==> src/rtl/lifo_arb_pkg.sv <==
// lifo_arb_pkg: FSM states and operation codes shared by the LIFO access arbiter.
package lifo_arb_pkg;
  typedef enum logic [1:0] {IDLE, EXEC, RESP} state_t;
  localparam logic OP_PUSH = 1'b1;
  localparam logic OP_POP = 1'b0;
endpackage

==> src/rtl/lifo_access_arbiter_rr_pick.sv <==
// rr_pick: combinational round-robin picker; first set request at or after i_start, wrapping modulo N.
module rr_pick #(
  parameter int N = 2,
  parameter int W = $clog2(N)
) (
  input  logic [N-1:0] i_req,
  input  logic [W-1:0] i_start,
  output logic         o_found,
  output logic [W-1:0] o_idx
);
  logic [W:0]   w_sum;
  logic [W-1:0] w_cand;
  // Scan farthest-first so the nearest candidate to i_start is the last write
  always_comb begin
    o_found = |i_req;
    o_idx = '0;
    w_sum = '0;
    w_cand = '0;
    for (int k = N - 1; k >= 0; k--) begin
      w_sum = {1'b0, i_start} + (W + 1)'(k);
      w_sum = (w_sum >= (W + 1)'(N)) ? w_sum - (W + 1)'(N) : w_sum;
      w_cand = w_sum[W-1:0];
      o_idx = i_req[w_cand] ? w_cand : o_idx;
    end
  end
endmodule

==> src/rtl/lifo_access_arbiter.sv <==
// lifo_access_arbiter: round-robin share of a single LIFO stack among NUM_REQ requesters.
// One push/pop in flight: accept in IDLE, strobe the LIFO in EXEC, hold the response in RESP.
module lifo_access_arbiter
  import lifo_arb_pkg::*;
#(
  parameter int DATA_WIDTH = 8,
  parameter int NUM_REQ = 2,
  parameter int REQ_IDX_WIDTH = $clog2(NUM_REQ)
) (
  input  logic                          active_clk,
  input  logic                          rst_n,
  input  logic [NUM_REQ-1:0]            req_valid,
  input  logic [NUM_REQ-1:0]            req_op,
  input  logic [NUM_REQ*DATA_WIDTH-1:0] req_data,
  output logic [NUM_REQ-1:0]            req_ready,
  output logic [NUM_REQ-1:0]            rsp_valid,
  input  logic [NUM_REQ-1:0]            rsp_ready,
  output logic [DATA_WIDTH-1:0]         rsp_data,
  output logic                          rsp_err,
  output logic [REQ_IDX_WIDTH-1:0]      grant_id,
  output logic                          busy,
  output logic                          lifo_wr_ins,
  output logic                          lifo_rd_ins,
  output logic [DATA_WIDTH-1:0]         lifo_data_in,
  input  logic [DATA_WIDTH-1:0]         lifo_data_out,
  input  logic                          lifo_full,
  input  logic                          lifo_empty
);
  state_t                   r_state, w_next;
  logic [REQ_IDX_WIDTH-1:0] r_rr_ptr, r_grant, w_pick;
  logic                     r_op, w_found, w_done;
  logic [DATA_WIDTH-1:0]    r_data, r_rsp_data;
  logic                     r_rsp_err;

  rr_pick #(.N(NUM_REQ), .W(REQ_IDX_WIDTH)) u_pick (
    .i_req(req_valid),
    .i_start(r_rr_ptr),
    .o_found(w_found),
    .o_idx(w_pick)
  );

  always_ff @(posedge active_clk or negedge rst_n)
    if (!rst_n) r_state <= IDLE;
    else r_state <= w_next;

  assign w_done = rsp_ready[r_grant];

  // rst_n gates req_ready so no accept strobe is visible while reset is held
  always_comb begin
    w_next = r_state;
    req_ready = '0;
    rsp_valid = '0;
    lifo_wr_ins = 1'b0;
    lifo_rd_ins = 1'b0;
    case (r_state)
      IDLE: begin
        req_ready[w_pick] = w_found & rst_n;
        w_next = w_found ? EXEC : IDLE;
      end
      EXEC: begin
        lifo_wr_ins = (r_op == OP_PUSH) & ~lifo_full;
        lifo_rd_ins = (r_op == OP_POP) & ~lifo_empty;
        w_next = RESP;
      end
      RESP: begin
        rsp_valid[r_grant] = 1'b1;
        w_next = w_done ? IDLE : RESP;
      end
      default: w_next = IDLE;
    endcase
  end

  always_ff @(posedge active_clk or negedge rst_n)
    if (!rst_n) begin
      r_rr_ptr <= '0;
      r_grant <= '0;
      r_op <= OP_POP;
      r_data <= '0;
      r_rsp_data <= '0;
      r_rsp_err <= 1'b0;
    end else begin
      if (r_state == IDLE && w_found) begin
        r_grant <= w_pick;
        r_op <= req_op[w_pick];
        r_data <= req_data[w_pick*DATA_WIDTH +: DATA_WIDTH];
      end
      // Flags are sampled before the strobe lands; top of stack is read in the pop cycle
      if (r_state == EXEC) begin
        r_rsp_err <= (r_op == OP_PUSH) ? lifo_full : lifo_empty;
        r_rsp_data <= (r_op == OP_POP && !lifo_empty) ? lifo_data_out : '0;
      end
      if (r_state == RESP && w_done) begin
        r_rr_ptr <= (r_grant == REQ_IDX_WIDTH'(NUM_REQ - 1)) ? '0 : r_grant + 1'b1;
        r_rsp_data <= '0;
      end
    end

  assign busy = (r_state != IDLE);
  assign grant_id = r_grant;
  assign rsp_data = r_rsp_data;
  assign rsp_err = r_rsp_err;
  assign lifo_data_in = lifo_wr_ins ? r_data : '0;
endmodule
==> config.mk <==
export PLATFORM = sky130hd
export DESIGN_NAME = lifo_access_arbiter
export DESIGN_NICKNAME = d
export VERILOG_FILES = /design/src/rtl/lifo_arb_pkg.sv /design/src/rtl/lifo_access_arbiter_rr_pick.sv /design/src/rtl/lifo_access_arbiter.sv
export SDC_FILE = /design/constraint.sdc
export NUM_CORES = 1
export LEC_CHECK = 0
export ABC_AREA = 1
export BUFFER_PORTS_ARGS = -buffer_cell sky130_fd_sc_hd__buf_2
export CORE_MARGIN = 2
export CORE_UTILIZATION = 40
export DETAILED_ROUTE_END_ITERATION = 16
export HOLD_SLACK_MARGIN = 0.15
export PLACE_DENSITY = 0.81
export SLEW_MARGIN = 5
export SYNTH_ARGS = -nofsm -noshare
export SYNTH_HDL_FRONTEND = slang
export SYNTH_SLANG_ARGS = --single-unit
export TNS_END_PERCENT = 10
==> constraint.sdc <==
create_clock -name active_clk -period 3.2 [get_ports active_clk]
set_input_delay 0.96 -clock active_clk [delete_from_list [all_inputs] [get_ports active_clk]]
set_output_delay 0.96 -clock active_clk [all_outputs]
set_load 0.005 [all_outputs]
==> flow_metrics.env <==
export IMPL_status="complete, no violations"
export IMPL_rsz0062_at_grt="false"
export IMPL_synth_net_count=201
export IMPL_p_sw_uw=496
export IMPL_grt_pass1_vias=1078
export IMPL_swShare_pct=42.4
export IMPL_fp_row_count=20
export IMPL_syn_inst=167
export IMPL_cts_sinks=22
export IMPL_cts_resized=0
export IMPL_io_pins=59
export IMPL_num_vias=1177
export IMPL_cts_tree="done"
export IMPL_dp_hpwl_um=2260
export IMPL_overflow=0
export IMPL_synth_cell_types=19
export IMPL_initial_core_util_pct=41.1
export IMPL_setup_violations=0
export IMPL_ant_nets=0
export IMPL_fmax_mhz=378
export IMPL_io_buffers=58
export IMPL_tns_ns=0
export IMPL_cp_common_cell="buf_2"
export IMPL_p_comb_share_pct=46.7
export IMPL_path_buf_inv=3
export IMPL_nets=262
export IMPL_relSlewSlack_pct=81.1
export IMPL_fillers=303
export IMPL_die_width_um=59.6
export IMPL_core_um2=3000
export IMPL_syn_to_final_growth_pct=26.8
export IMPL_cp_top_family="buffers and inverters"
export IMPL_grt_usage_pct=17.1
export IMPL_cts_root_buf="clkbuf_4"
export IMPL_clk_path_buf_depth=2
export IMPL_path_clk_slew_ns=0.11
export IMPL_start_kind="input pin"
export IMPL_worstSkewPairLatency_ns=0.30
export IMPL_critPathMaxStageDelay_ns=0.25
export IMPL_grt_max_degree=23
export IMPL_syn_cell_area_um2=1230
export IMPL_die_area_um2=3550
export IMPL_synth_top_cell_area_share_pct=44.6
export IMPL_skew_ns=0.00212
export IMPL_criticalPathCategory="in -> out"
export IMPL_p_per_area_nw_per_um2=747
export IMPL_finalHoldViolCount=0
export IMPL_cts_buffers=3
export IMPL_worstMarginPinSlew_ns=0.283
export IMPL_maxSlewViolCount=0
export IMPL_synth_area_leaders="dfrtp_1, nand2_1, nand3_1, inv_1, nor2_1"
export IMPL_cp_required_ns=2.24
export IMPL_routabilityCongestion=0.782
export IMPL_drt_iter0_markers=31
export IMPL_intPower_uw=674
export IMPL_via_per_inst=4.54
export IMPL_power_frac_seq_pct=42.8
export IMPL_ys_warn_count=0
export IMPL_cap_violations=0
export IMPL_crit_slowest_cell="buf_2"
export IMPL_cp_arrival_ns=1.69
export IMPL_antenna_found_initial=0
export IMPL_post_route_period_util_pct=82.8
export IMPL_holdBufCountCts=0
export IMPL_ys_seq_area_share_pct=44.6
export IMPL_route_detailed_drc=0
export IMPL_firstDrtPassIters=5
export IMPL_drive_above_1_share_pct=34.5
export IMPL_ys_ff_latch=22
export IMPL_p_leak_uw=0.00102
export IMPL_wirelength_um=2820
export IMPL_post_cts_buffers=0
export IMPL_num_antenna_cells=0
export IMPL_cp_cell_sequence="buf_2 > nand2_4 > inv_2 > nand2_1 > nor2_1 > buf_2"
export IMPL_grt_pass1_wl_um=4550
export IMPL_yosysTopAreaCell="dfrtp_1"
export IMPL_crit_fanout=12
export IMPL_htree_levels=1
export IMPL_fin_crit_ns=2.65
export IMPL_p_clk_share_pct=10.5
export IMPL_crit_path_end_kind="output pin"
export IMPL_die_h_um=59.6
export IMPL_p_total_uw=1170
export IMPL_wire_per_inst_um=10.9
export IMPL_synth_area_per_cell_um2=7.39
export IMPL_vdd_drop_max_uv=251
export IMPL_hp_class="reg -> reg"
-- stage by stage --
stage / area, µm² / std cells / utilization, % / hold WS (ns) / setup WS, ns
floorplan: 1230 / 167 / - / 0.449 / 0.855
global placement: 1540 / 256 / 51.4 / 0.466 / 0.582
finish: 1570 / 259 / 52.2 / 0.496 / 0.551
global route: 1570 / 259 / 52.2 / 0.516 / 0.450
detailed placement: 1540 / 256 / 51.4 / 0.469 / 0.544
CTS: 1570 / 259 / 52.2 / 0.501 / 0.543
-- power groups by stage --
stage | combinational [µW] | sequential, µW | clock [µW]
finish | 547 | 501 | 122
global route | 628 | 517 | 136
CTS | 559 | 502 | 127
detailed placement | 557 | 507 | 0
global placement | 536 | 503 | 0
floorplan | 378 | 501 | 0
-- layout by cell type (no fill, tap or decap), types with 2 or more instances in the layout --
| cell | synthesis | layout |
|---|---|---|
| nor2_4 | 2 | 2 |
| nor2_1 | 13 | 13 |
| nand2_1 | 51 | 51 |
| o21ai_0 | 2 | 2 |
| inv_2 | 4 | 4 |
| nand2_2 | 2 | 2 |
| dfrtp_1 | 22 | 22 |
| buf_2 | 0 | 58 |
| clkbuf_4 | 0 | 3 |
| nand2_4 | 2 | 2 |
| inv_1 | 32 | 32 |
| nand3_1 | 27 | 27 |
-- synthesized netlist by cell type --
library cell,n
nor2_1,13
buf_6,2
nor2_2,1
nand2_4,2
nand2_1,51
dfrtp_1,22
inv_1,32
inv_2,4
or2_4,1
o21ai_1,1
nor3_2,1
nand2_2,2
nor2_4,2
nand3_1,27
nor2_8,1
buf_4,1
nand3_2,1
o21ai_4,1
o21ai_0,2
-- flip-flops by register name (all words and copies together) (netlist names) --
register / cells
r_rr_ptr: 1
rsp_data: 8
r_op: 1
r_state: 2
grant_id: 1
rsp_err: 1
r_data: 8
-- routing by layer --
layer	routed length [µm]	vias up	global-route usage [%]
li1	-	618	-
met1	1230	512	20.9
met2	1360	45	29.7
met3	193	2	3.06
met4	26	0	6.67
met5	0	-	0
-- worst reg2reg max path, delay by kind of cell (launching register included) --
kind          cells  cell delay, ns
simple gates      4            0.47
flops             1            0.45
buf+inv           1            0.13
-- cell type report --
cell class	count	area [µm²]	share of cell area (%)
clock buffers	3	22.5	1.44
inverters	36	135	8.63
multi-input cells	106	519	33.1
flip-flops and latches	22	551	35.1
well taps	33	41.3	2.64
repair buffers	59	298	19.0
-- final timing paths --
| path | from | to | slack [ns] | cells past startpoint |
|---|---|---|---|---|
| worst min register to register | rsp_err | rsp_err | 0.50 | 2 |
| max in group asynchronous | rst_n | rsp_data[7] | 2.36 | 2 |
| worst max-delay path | req_valid[1] | req_ready[1] | 0.55 | 6 |
| worst max register to register | r_state[1] | rsp_data[1] | 2.10 | 5 |
| min in group asynchronous | rst_n | r_rr_ptr | 0.62 | 2 |
| worst min-delay path | rsp_err | rsp_err | 0.50 | 2 |
-- cells by family (layout without fill, tap and decap cells) --
logic type	Yosys count	in the layout	share of synthesized area, %
compound gates	4	4	2.53
buf+inv	39	98	13.4
flops	22	22	44.6
simple gates	102	102	39.5
Power figures use the tool's default switching activity.
